`src/rtl/cordic_seq_ctrl.sv`:
```
// Sequencer for baby_cordic: float angle -> converter screen -> datapath load -> ITERATIONS step strobes.
// Latency ITERATIONS+2 cycles start-to-done; starts arriving while busy are dropped and flagged via overrun.
module cordic_seq_ctrl #(
  parameter int ITERATIONS = 16,
  parameter int IDX_W      = 4
) (
  input  logic             clk,
  input  logic             rst_n,
  input  logic             start,
  input  logic [31:0]      angle_fp,
  input  logic             result_ack,
  output logic [31:0]      conv_fp_in,
  input  logic [18:0]      conv_fixed,
  input  logic             conv_invalid,
  output logic             dp_load,
  output logic [18:0]      dp_angle,
  output logic             dp_step,
  output logic [IDX_W-1:0] dp_iter,
  output logic             busy,
  output logic             done,
  output logic             err,
  output logic             overrun
);

  typedef enum logic [1:0] {
    S_IDLE    = 2'd0,
    S_CONVERT = 2'd1,
    S_ITER    = 2'd2,
    S_DONE    = 2'd3
  } state_t;

  localparam logic [IDX_W-1:0] LAST_IDX = IDX_W'(ITERATIONS - 1);

  state_t           state_q;
  logic [IDX_W-1:0] counter_q;
  logic [18:0]      angle_q;
  logic [31:0]      fp_q;
  logic             done_q;
  logic             err_q;
  logic             overrun_q;

  always_ff @(posedge clk) begin
    if (!rst_n) begin
      state_q   <= S_IDLE;
      counter_q <= '0;
      angle_q   <= '0;
      fp_q      <= '0;
      done_q    <= 1'b0;
      err_q     <= 1'b0;
      overrun_q <= 1'b0;
    end else begin
      case (state_q)
        S_IDLE: begin
          if (start) begin
            fp_q      <= angle_fp;
            done_q    <= 1'b0;
            err_q     <= 1'b0;
            overrun_q <= 1'b0;
            state_q   <= S_CONVERT;
          end
        end
        S_CONVERT: begin
          if (start) overrun_q <= 1'b1;
          if (conv_invalid) begin
            done_q  <= 1'b1;
            err_q   <= 1'b1;
            state_q <= S_DONE;
          end else begin
            angle_q   <= conv_fixed;
            counter_q <= '0;
            state_q   <= S_ITER;
          end
        end
        S_ITER: begin
          if (start) overrun_q <= 1'b1;
          if (counter_q == LAST_IDX) begin
            done_q  <= 1'b1;
            err_q   <= 1'b0;
            state_q <= S_DONE;
          end else begin
            counter_q <= counter_q + 1'b1;
          end
        end
        S_DONE: begin
          // A new start takes priority over acknowledging the old result.
          if (start) begin
            fp_q      <= angle_fp;
            done_q    <= 1'b0;
            err_q     <= 1'b0;
            overrun_q <= 1'b0;
            state_q   <= S_CONVERT;
          end else if (result_ack) begin
            done_q  <= 1'b0;
            err_q   <= 1'b0;
            state_q <= S_IDLE;
          end
        end
        default: state_q <= S_IDLE;
      endcase
    end
  end

  // The converter is combinational, so the load strobe and angle pass through in the CONVERT cycle.
  assign dp_load    = (state_q == S_CONVERT) && !conv_invalid;
  assign dp_angle   = dp_load ? conv_fixed : angle_q;
  assign dp_step    = (state_q == S_ITER);
  assign dp_iter    = counter_q;
  assign busy       = (state_q == S_CONVERT) || (state_q == S_ITER);
  assign conv_fp_in = fp_q;
  assign done       = done_q;
  assign err        = err_q;
  assign overrun    = overrun_q;

endmodule

```
`config.mk`:
```
export PLATFORM = sky130hd
export DESIGN_NAME = cordic_seq_ctrl
export DESIGN_NICKNAME = d
export VERILOG_FILES = /design/src/rtl/cordic_seq_ctrl.sv
export SDC_FILE = /design/constraint.sdc
export NUM_CORES = 1
export LEC_CHECK = 0
export BUFFER_PORTS_ARGS = -buffer_cell sky130_fd_sc_hd__buf_4
export CAP_MARGIN = 20
export CELL_PAD_IN_SITES_DETAIL_PLACEMENT = 1
export CELL_PAD_IN_SITES_GLOBAL_PLACEMENT = 2
export CORE_UTILIZATION = 26
export DETAILED_ROUTE_END_ITERATION = 10
export GPL_TIMING_DRIVEN = 1
export HOLD_SLACK_MARGIN = 0.15
export PLACE_DENSITY_LB_ADDON = 0.1
export SLEW_MARGIN = 25
export SYNTH_ARGS = -nofsm -noshare
export SYNTH_HDL_FRONTEND = slang
export SYNTH_SLANG_ARGS = --single-unit
```
`constraint.sdc`:
```
create_clock -name clk -period 2.06 [get_ports clk]
set_input_delay 0.412 -clock clk [delete_from_list [all_inputs] [get_ports clk]]
set_output_delay 0.412 -clock clk [all_outputs]
set_load 0.05 [all_outputs]
```
# Word level (Yosys, flattened, before mapping)
# Index checks and enable logic that the tools add are counted.
dict set report word_totals {
  regBits 60
  input_bits 56
  out_inout_bits 61
  elab_cells 54
}
dict set report classes {
  n_addsub 1
  n_eq_ne 12
  n_mux 20
  bitwise_logic 1
  n_reduce_logical 13
}
# cell n
set op_table {}
lappend op_table {{two-way mux 19 bit} 1}
lappend op_table {{two-way mux 1 bit} 8}
lappend op_table {{two-way mux 2 bit} 4}
lappend op_table {{two-way mux 4 bit} 2}
lappend op_table {{!= test 2 bit, second input constant} 4}
lappend op_table {{one-hot mux 1 bit (4 select lines)} 2}
lappend op_table {{one-hot mux 2 bit (4 select lines)} 1}
lappend op_table {{one-hot mux 4 bit (2 select lines)} 1}
lappend op_table {{!= test 2 x 1 -> 1 bit, second input constant} 3}
lappend op_table {{AND reduction 2 bit} 3}
lappend op_table {{AND reduction 3 bit} 2}
lappend op_table {{adder 4 x 1 -> 4 bit, second input constant} 1}
lappend op_table {{== test 2 bit, second input constant} 2}
lappend op_table {{== test 4 bit, second input constant} 1}
lappend op_table {{AND reduction 4 bit} 1}
lappend op_table {{OR reduction 2 bit} 2}
lappend op_table {{!= test 3 bit, second input constant} 1}
lappend op_table {{== test 2 x 1 -> 1 bit, second input constant} 1}
lappend op_table {{logical NOT 2 bit} 1}
lappend op_table {{one-hot mux 1 bit (2 select lines)} 1}
lappend op_table {{nonzero test 2 bit} 1}
lappend op_table {{logical AND 1 bit} 1}
lappend op_table {{logical NOT 1 bit} 1}
lappend op_table {{logical OR 1 bit} 1}
lappend op_table {{NOT 1 bit} 1}

# Depth between registers and ports, before layout
dict set report depth {
  ltp_word 4
  mapped_depth 7
  ltp_nobuf 6
}

# Worst setup path before layout
# No wires, ideal clock.
dict set report synth_path {
  path_kind {register to register}
  start {register state_q[0]}
  end {register fp_q[0] (netlist: conv_fp_in[0])}
  setup_time_ns 0.076
  t_arrival_ns 1.706
  required_time_ns 1.984
  path_slack_ns 0.279
  stages_incl_launch_ff 7
  path_buffers 1
  period_less_slack_ns 1.781
  path_cell_list {dfxtp_1 > inv_1 > ha_1 > nand2b_1 > buf_2 > nand2_1 > a21boi_0}
}
dict set report synth_via {
  elab_chain_len 3
  word_cells_on_any_way 4
  classes_between {1 x eq/ne; 3 x reduce/logical}
}
# element line
set synth_lines {}
lappend synth_lines {{from (decl)} 34} ;# state_t state_q;
lappend synth_lines {{from (signal assigned)} 44} ;# state_q <= S_IDLE;
lappend synth_lines {{from (signal assigned)} 59} ;# state_q <= S_CONVERT;
lappend synth_lines {{from (signal assigned)} 67} ;# state_q <= S_DONE;
lappend synth_lines {{== test 2 bit or logical NOT 2 bit (tied branches)} 52} ;# case (state_q)
lappend synth_lines {{OR reduction 2 bit (no line) (*)} --}
lappend synth_lines {{AND reduction 2 bit (no line) (*)} --}
lappend synth_lines {{to (signal assigned)} 55} ;# fp_q <= angle_fp;
lappend synth_lines {{to (signal assigned)} 87} ;# fp_q <= angle_fp;
lappend synth_lines {{to (decl)} 37} ;# logic [31:0] fp_q;
# Mark *: on every way between the ends. The rest lies on a longest branch, timed or not.
# A chain may end at the register's enable or synchronous reset.

# Worst setup path after layout
dict set report layout_path {
  start {register state_q[1]}
  end {output port dp_angle[18]}
}
dict set report layout_via {
  elab_chain_len 3
}
# element line
set layout_lines {}
lappend layout_lines {{== test 2 x 1 -> 1 bit} 104} ;# assign dp_load = (state_q == S_CONVERT) && !conv_invalid;
lappend layout_lines {{logical AND 1 bit} 104}
lappend layout_lines {{two-way mux 19 bit} 105} ;# assign dp_angle = dp_load ? conv_fixed : angle_q;
lappend layout_lines {{to (decl)} 16} ;# output logic [18:0] dp_angle,
# No other way between the ends.

==> out/results.ini <==
[run_status]
status=finished with violations
violations=setup timing

[layout]
layout_commonest_cell=buf_4
nets=462
fillers=1116
stdcell_area_um2=4040
layout_common_cells=buf_4, nand2_1, dfxtp_1, a21boi_0
antenna_cells=0
utilization_pct=42.9
layout-drive-gt1-share_pct=43.4
area_growth_pct=56.7

[cts]
cts.sinks=60
clk_pin_slew_ps=70
cts_tree=built
postCtsHoldBufs=0
clock_latency_ps=340
clockBufferDepth=2
numCtsBuffers=9
cts_max_level=3
cts.root.buffer_cell=clkbuf_8

[timing]
worst_slack_ps=-43.8
worstMarginPinSlew_ps=385
grt_setup_unrepaired=true
finalCriticalPeriod_ps=2100
hold_violations=0
slew_violations=0
fmax_ghz=0.475
setup_tns_ps=-408
clock_skew_ps=7.05
setup_viol=14
slew_headroom_pct=74.3
min_period_over_period_pct=102

[critical_path]
cp-startpoint=state_q[1]
worstSetupEndpoint=dp_angle[18]
cp_max_fo=10
reg2reg_to=conv_fp_in[13]
cp.required_ps=1650
worstReg2RegStart=state_q[1]
cp-start-kind=flop
end_kind=primary output
crit_arrival_ps=1690
ff2ff_path_depth=8
criticalPathCategory=flop to primary output
rrSetupSlack_ps=310

[global_route]
grt_util_all_layers_pct=14.1
grt_overflow=0
grt_max_degree=42
grt_first_pass_wirelength_um=10800
antenna_found_initial=0
grt_pass1_vias=2192

[drt]
routed_wl_um=7120
vias=2237
drc=0
drt_pre_antenna_iters=3
drt_iter0_markers=31
viasPerCell=4.20
wl_per_cell_um=13.4
ant_nets=0

[synth]
yosysUniqueCellTypes=26
synthSimpleGateAreaFrac_pct=18.8
synth_fp_nets=332
syn_inst=268
synthMuxAreaShare_pct=13.6
ys_seq_area_share_pct=46.6
synth_top_family_by_area=simple AND/OR/NAND/NOR gates
ys_ff_latch=60
synth-xor-area-share_pct=0
synth_compound_area_share_pct=12.3
synth_fa_ha_area_share_pct=3.88
synth_area_um2=2580
synth_area_per_cell_um2=9.62
ys.warnings.count=0

[power]
p_per_area_nw_per_um2=1390
leakage_uw=0.00190
ir_drop_mv=0.836
total_power_uw=5620

[hold_path]
min_path_type=primary input to flop
hold_start=angle_fp[27]

[placed_design]
preCtsSetupSlack_ps=168
place_congestion=0.658
io_buffers=116
hpwlAfterDp_um=4820
dpl-instance-area_um2=3600

[floorplanning]
core_um2=9420
ios=117
rows=35
die_w_um=102
die_height_um=102
die_area_um2=10300
initial_core_util_pct=27.4

[flow_run]
maxCapViolations=0

worst max-delay path, stage by stage (launching register included):
cell and delay (ps):
dfxtp_2 360, inv_4 40, ha_4 160, nand2b_4 140
buf_12 170, mux2_4 320, buf_6 150
timing repair:
| action | 4_1_cts | 5_1_grt |
|---|---|---|
| resized for setup | 28 | 4 |
| endpoints found under the setup margin | 19 | 19 |
| buffers inserted | 6 | 4 |
| gates cloned | 2 | 0 |
metrics by stage:
| stage | std cells | hold WS, ps |
|---|---|---|
| floorplan | 268 | 487 |
| global placement | 504 | 442 |
| detailed placement | 504 | 450 |
| CTS | 528 | 299 |
| global route | 532 | 314 |
| finish | 532 | 319 |
final cells by class:
type / instances / area, um2 / share of cell area [%]
tap: 129 / 161 / 4.00
timing repair buffer: 135 / 1180 / 29.2
sequential: 60 / 1200 / 29.8
inverter: 5 / 21.3 / 0.527
multi-input combinational: 187 / 1270 / 31.5
clock inverter: 4 / 47.5 / 1.18
clock buffer: 12 / 155 / 3.84
where the power goes:
part	total, uW	internal (uW)	switching, uW
Clock	1070	621	454
Combinational	3040	1200	1840
Sequential	1510	1390	116
Total	5620	3210	2410
logic make-up after synthesis:
logic type               Yosys count
buffers and inverters             21
flip-flops                        60
adder cells (fa/ha/maj)            8
multiplexers                      26
AND/OR/NAND/NOR                  108
AO/OA/AOI/OAI                     45
worst min-delay path by stage:
stage / slack [ps] / end / cells past startpoint
2_1_floorplan: 490 / state_q[1] / 2
3_3_place_gp: 440 / conv_fp_in[20] / 2
3_5_place_dp: 450 / conv_fp_in[11] / 2
4_1_cts: 300 / conv_fp_in[27] / 3
5_1_grt: 310 / conv_fp_in[20] / 3
6_report: 320 / conv_fp_in[27] / 3
routing by layer:
layer  wire length (um)  global-route usage, %  up-vias
met2               3450                   23.9       64
met1               3140                   16.4     1034
met4                113                   6.02        0
li1                   -                      -     1130
met3                411                   4.28        9
met5                  0                      0        -
sequential cells by signal (all words and copies together) (netlist names):
signal	count
overrun	1
state_q	2
angle_q	19
dp_iter	4
done	1
conv_fp_in	32
err	1
cells in the mapped netlist, drive strengths merged:
library cell	number	area share [%]
mux2i	7	2.7
nor2	1	0.15
nand2b	2	0.78
o21bai	1	0.29
dfxtp	60	47
and2	19	4.6
o21ai	5	0.97
a211oi	1	0.29
nand3	4	0.78
clkbuf	6	0.87
buf	10	3.2
o21a	2	0.58
nor3b	1	0.29
nand2	77	11
a31oi	2	0.49
a21oi	2	0.39
nor2b	3	0.73
a21boi	32	9.3
mux2	19	11
ha	8	3.9
and3	1	0.24
inv	5	0.73
(Power assumes the default switching activity.)
